$ cat src/rtl/fmul_arbiter.sv
// Round-robin arbiter sharing one fixed-latency pipelined fmul between NUM_REQ requesters.
// A {valid, tag} shift register follows each op through the multiplier and steers its result back.
module fmul_arbiter #(
    parameter int NUM_REQ = 2,
    parameter int LATENCY = 5,
    localparam int TAG_W = (NUM_REQ > 1) ? $clog2(NUM_REQ) : 1,
    localparam int CNT_W = $clog2(LATENCY + 1)
) (
    input  logic                    clk,
    input  logic                    rstn,
    input  logic                    en,
    input  logic [NUM_REQ-1:0]      req_valid,
    output logic [NUM_REQ-1:0]      req_ready,
    input  logic [32*NUM_REQ-1:0]   req_x1,
    input  logic [32*NUM_REQ-1:0]   req_x2,
    output logic [NUM_REQ-1:0]      resp_valid,
    output logic [31:0]             resp_y,
    output logic [31:0]             mul_x1,
    output logic [31:0]             mul_x2,
    input  logic [31:0]             mul_y,
    output logic [CNT_W-1:0]        inflight,
    output logic                    idle
);

    logic [TAG_W-1:0]   ptr_r;
    logic               found_s;
    logic [TAG_W-1:0]   gidx_s;
    logic [TAG_W-1:0]   cand_s;
    logic [NUM_REQ-1:0] grant_s;
    logic [LATENCY-1:0] tag_vld_r;
    logic [TAG_W-1:0]   tag_idx_r [LATENCY];
    logic               last_vld_s;
    logic [TAG_W-1:0]   last_tag_s;
    logic [NUM_REQ-1:0] resp_next_s;
    logic [NUM_REQ-1:0] resp_valid_r;
    logic [31:0]        resp_y_r;
    logic [CNT_W-1:0]   inflight_r;

    // Round-robin search starting just after the last granted requester; rstn gating keeps grants off during reset.
    always_comb begin
        found_s = 1'b0;
        gidx_s  = {TAG_W{1'b0}};
        cand_s  = {TAG_W{1'b0}};
        for (int k = 1; k <= NUM_REQ; k++) begin
            cand_s = TAG_W'((int'(ptr_r) + k) % NUM_REQ);
            if (en && rstn && !found_s && req_valid[cand_s]) begin
                found_s = 1'b1;
                gidx_s  = cand_s;
            end else begin
            end
        end
    end

    // One-hot grant and operand mux; operands rest at zero when nothing is granted.
    always_comb begin
        grant_s = {NUM_REQ{1'b0}};
        mul_x1  = 32'h0000_0000;
        mul_x2  = 32'h0000_0000;
        for (int i = 0; i < NUM_REQ; i++) begin
            if (found_s && (gidx_s == TAG_W'(i))) begin
                grant_s[i] = 1'b1;
                mul_x1     = mul_x1 | req_x1[i*32 +: 32];
                mul_x2     = mul_x2 | req_x2[i*32 +: 32];
            end else begin
            end
        end
    end

    assign req_ready  = grant_s;
    assign idle       = (inflight_r == CNT_W'(0)) && !found_s;
    assign last_vld_s = tag_vld_r[LATENCY-1];
    assign last_tag_s = tag_idx_r[LATENCY-1];
    assign resp_valid = resp_valid_r;
    assign resp_y     = resp_y_r;
    assign inflight   = inflight_r;

    // Decode the tag leaving the pipe into the next response strobe.
    always_comb begin
        resp_next_s = {NUM_REQ{1'b0}};
        for (int i = 0; i < NUM_REQ; i++) begin
            if (last_vld_s && (last_tag_s == TAG_W'(i))) begin
                resp_next_s[i] = 1'b1;
            end else begin
            end
        end
    end

    // Round-robin pointer; reset value makes requester 0 the first winner.
    always_ff @(posedge clk or negedge rstn) begin
        if (!rstn) begin
            ptr_r <= TAG_W'(NUM_REQ - 1);
        end else if (found_s) begin
            ptr_r <= gidx_s;
        end else begin
            ptr_r <= ptr_r;
        end
    end

    // Tag pipe mirrors the fmul depth so the last stage lines up with mul_y.
    always_ff @(posedge clk or negedge rstn) begin
        if (!rstn) begin
            tag_vld_r <= {LATENCY{1'b0}};
            for (int i = 0; i < LATENCY; i++) begin
                tag_idx_r[i] <= {TAG_W{1'b0}};
            end
        end else begin
            tag_vld_r[0] <= found_s;
            tag_idx_r[0] <= gidx_s;
            for (int i = 1; i < LATENCY; i++) begin
                tag_vld_r[i] <= tag_vld_r[i-1];
                tag_idx_r[i] <= tag_idx_r[i-1];
            end
        end
    end

    // Registered response; resp_y holds its last result between pulses.
    always_ff @(posedge clk or negedge rstn) begin
        if (!rstn) begin
            resp_valid_r <= {NUM_REQ{1'b0}};
            resp_y_r     <= 32'h0000_0000;
        end else begin
            resp_valid_r <= resp_next_s;
            if (last_vld_s) begin
                resp_y_r <= mul_y;
            end else begin
                resp_y_r <= resp_y_r;
            end
        end
    end

    // Outstanding-op counter; issue and retire in the same cycle cancel out.
    always_ff @(posedge clk or negedge rstn) begin
        if (!rstn) begin
            inflight_r <= CNT_W'(0);
        end else begin
            case ({found_s, last_vld_s})
                2'b10:   inflight_r <= inflight_r + CNT_W'(1);
                2'b01:   inflight_r <= inflight_r - CNT_W'(1);
                default: inflight_r <= inflight_r;
            endcase
        end
    end

endmodule

$ cat config.mk
export PLATFORM = sky130hd
export DESIGN_NAME = fmul_arbiter
export DESIGN_NICKNAME = d
export VERILOG_FILES = /design/src/rtl/fmul_arbiter.sv
export SDC_FILE = /design/constraint.sdc
export NUM_CORES = 1
export LEC_CHECK = 0
export BUFFER_PORTS_ARGS = -buffer_cell sky130_fd_sc_hd__buf_2
export CORE_AREA = 2 2 106 108
export DETAILED_ROUTE_END_ITERATION = 8
export DIE_AREA = 0 0 108 110
export MAX_ROUTING_LAYER = met4
export PLACE_DENSITY = 0.56
export SLEW_MARGIN = 20
export SYNTH_ARGS = -nofsm -noshare
export SYNTH_HDL_FRONTEND = slang
export SYNTH_SLANG_ARGS = --single-unit
$ cat constraint.sdc
create_clock -name clk -period 2.8 [get_ports clk]
set_input_delay 0.14 -clock clk [delete_from_list [all_inputs] [get_ports clk]]
set_output_delay 0.14 -clock clk [all_outputs]
set_load 0.1 [all_outputs]
==> metrics.md <==
| Metric | Value |
|---|---|
| Slew @ Worst Pin | slightly below 0.7 ns |
| Crit Path Category | in -> out |
| Via count | around 2600 |
| H-tree lvl count | 2 |
| Synth top area cells | dfrtp_1 (49%), a22o_1 (23%), mux2_2 (15%) |
| Max Cap Viol | 0 |
| Port Buffer Count | approximately 270 |
| Synth Area in Compound Gates | about a quarter |
| Launch point of the worst hold path | mul_y[17] |
| Slew Viols, Final | 0 |
| Iteration-0 DRC Markers | 103 |
| Residual DRC | 0 |
| Post-synth EDFFs | 0 |
| Sink Count | between 40 and 50 |
| Largest family of logic cells by synthesized area | compound AO/OA/AOI/OAI gates |
| Placer congestion estimate | just under 0.8 |
| Antenna violations before repair | 1 |
| Crit-path cells | dlygate4sd3_1 > buf_2 > nand3_1 > a21oi_4 > buf_4 > a22o_1 > buf_12 |
| Sequential-to-total area share from yosys stat | roughly half |
| Initial Util | between 20 and 25% |
| Crit path max-delay cell type | buf_4 |
| Worst EP arrival | around 2.2 ns |
| Final Hold Violating Endpoints | 0 |
| Largest net degree at the start of global routing | between 60 and 70 |
| Worst-case vdd ir drop | roughly 0.00043 V |
| Layout area overhead | 103% |
| Largest buffer count on any clock path | 2 |
| TritonCTS clock tree | yes |
| Row Count | 38 |
| Most frequent cells after synthesis | a22o_1 (64), dfrtp_1 (47), mux2_2 (33) |
| Critical Path End Type | primary output |
| Boundary Pins | ~270 |
| Synth cell types | 24 |
| Cell taking the most area after synthesis | dfrtp_1 |
| Worst Hold Path EP | resp_y[17] |
| Psw | between 1500 and 2000 µW |
| Critical path's largest stage delay | approximately 0.56 ns |
| RSZ-0062 raised after global routing | no |
| Hold path depth | 2 |
| Critical Path RT | roughly 2.7 ns |
| Post-CTS resize count | 0 |
| Worst R2R Start | tag_vld_r[4] |
| Sw Ratio | 52.4% |
| PwrDens | about 660 nW/µm² |
| Cell Int Power | between 1500 and 2000 µW |
| Wire per inst | around 17 µm |
| Crit path launch type | input port |
| Post-synthesis adder-cell area fraction | under 10% |
| Total CTS buffers | 5 |
| DR vias/cell | ~4.5 |
| Post-Layout Inst Area | about 5000 µm² |
| WL final | ~10 mm |
| Root Driver | clkbuf_8 |
| Hold bufs inserted after CTS | 1 |
| Max_slew headroom | between 50% and 60% |
| Maximum clock rate | around 0.42 GHz |
| Post-Syn Area | between 2000 and 2500 µm² |
| DP Wirelength | between 8 and 9 mm |
| Mean area per synthesized cell | ~13 µm² |
| Synth warn | 0 |
| Class of the worst hold path | in -> reg |
| Global-route wire length before repair | 13.9 mm |
| Reg2reg path depth | 5 |
| Pleak | approximately 0.0024 µW |
| Grt ovf | 0 |
| First-pass detailed-route iteration total | 4 |
| Primary FF master, synth | dfrtp_1 |
| Clock latency on the worst-skew pair | between 0.2 and 0.3 ns |
| Gate power share | 58.5% |
| Tot Pwr | approximately 3200 µW |
| Final #Nets | roughly 600 |
| Post-synth ARST share | 100% |
| Area share of and/or/nand/nor cells after synthesis | ~2.1% |
| Post-DP Area | roughly 4800 µm² |
| Vias in the first global route | roughly 2600 |
| Final setup viols | 0 |
| Post-Syn Instances | roughly 180 |
| Final Cycle Share | 84.5% |
| Die ar. | about 12000 µm² |
| GRT Total Usage | between 15 and 20% |
| Post-CTS Setup Inserts | 0 |
| Reg-to-reg slack, setup | 1.30 ns |
| Synthesized net count | around 350 |
| Clk pin slew, worst setup/hold paths | approximately 0.080 ns |
| Status | completed |
| TNS Setup | 0 ns |
| Clk_skew | about 0.0034 ns |
| Crit path max fanout | 66 |
| Fill cells | between 1000 and 1500 |
| XOR/XNOR Fraction of Synth Area | approximately 1.1% |
| R2r endpoint | inflight[2] |
| Layout cells sized above 1 | a little over 70% |
| Die Width | around 110 µm |
| Yosys reg bits | between 40 and 50 |
| Mux cell area share after synthesis | 15.4% |
| Clk network pwr share | around 14% |
| Top-count cell post-synth | a22o_1 |
| Final ANT Viol Nets | 0 |
| Fin crit period | 2.37 ns |
| Die height | roughly 110 µm |
| Sequential group share of total power | between 20% and 30% |
| CORE AREA | ~11000 µm² |
| Top cell type's share of synthesized area | about half |
==> metal layers <==
layer | global-route usage (%) | routed length, µm
met5 | - | 0
met4 | 4.12 | 129
met3 | 5.11 | 912
met2 | 26.4 | 5270
met1 | 19.2 | 3830
==> cell families (layout without fill, tap and decap cells) <==
group	Yosys count	count (layout)
fa+ha+maj	2	2
buf+inv	19	279
flops	48	48
xor+xnor	3	3
simple gates	8	8
mux	33	33
compound gates	68	68
other cells	0	1
==> how the worst max path moves through the flow <==
stage	start	to	slack, ns	cells after the start
5_1_grt	rstn	mul_x2[5]	0.31	7
6_report	rstn	mul_x2[15]	0.43	7
3_5_place_dp	ptr_r	req_ready[0]	0.79	3
3_3_place_gp	ptr_r	req_ready[0]	0.80	3
2_1_floorplan	inflight[0]	idle	0.02	1
4_1_cts	rstn	mul_x2[5]	0.44	7
==> power groups by stage <==
stage	combinational, µW	sequential, µW	clock [µW]
finish	1880	884	455
global route	1950	901	502
CTS	1900	888	473
detailed placement	1890	901	0
global placement	1880	893	0
floorplan	606	1680	0
==> sequential cells by signal, indices dropped and copies added (netlist names) <==
signal,count
resp_valid,2
resp_y,32
inflight,3
last_tag_s,1
tag_idx_r,4
tag_vld_r,5
ptr_r,1
==> per-stage QoR <==
stage,setup WS (ns),utilization (%),cells,hold WS [ns]
2_1_floorplan,0.0161,-,181,-0.156
3_5_place_dp,0.788,44.8,574,0.172
4_1_cts,0.439,45.8,581,0.0694
5_1_grt,0.309,45.8,582,0.0711
3_3_place_gp,0.799,44.8,574,0.168
6_report,0.434,45.8,582,0.0804
==> critical path, delay by kind of cell <==
family | cells | cell delay (ns)
buffers and inverters | 4 | 1.45
and+or+nand+nor | 1 | 0.16
AOI/OAI and AO/OA | 2 | 0.45
==> layout by cell type, fill, tap and decap left out, types with 2 or more instances in the layout <==
master    count
and2_1        2
mux2_2       33
dfrtp_1      47
buf_12       64
clkbuf_8      5
buf_4         3
a22o_1       64
xnor2_1       2
buf_2       204
==> layout make-up <==
type                       count  area, µm²  share of cell area [%]
timing repair buffer         272       2330                    47.7
sequential                    48       1200                    24.5
multi-input combinational    114       1080                    22.1
tap                          140        175                    3.58
clock buffer                   5       68.8                    1.40
clock inverter                 1       30.0                   0.613
inverter                       1       3.75                  0.0766
antenna                        1       2.50                  0.0511
(Power assumes the default switching activity.)
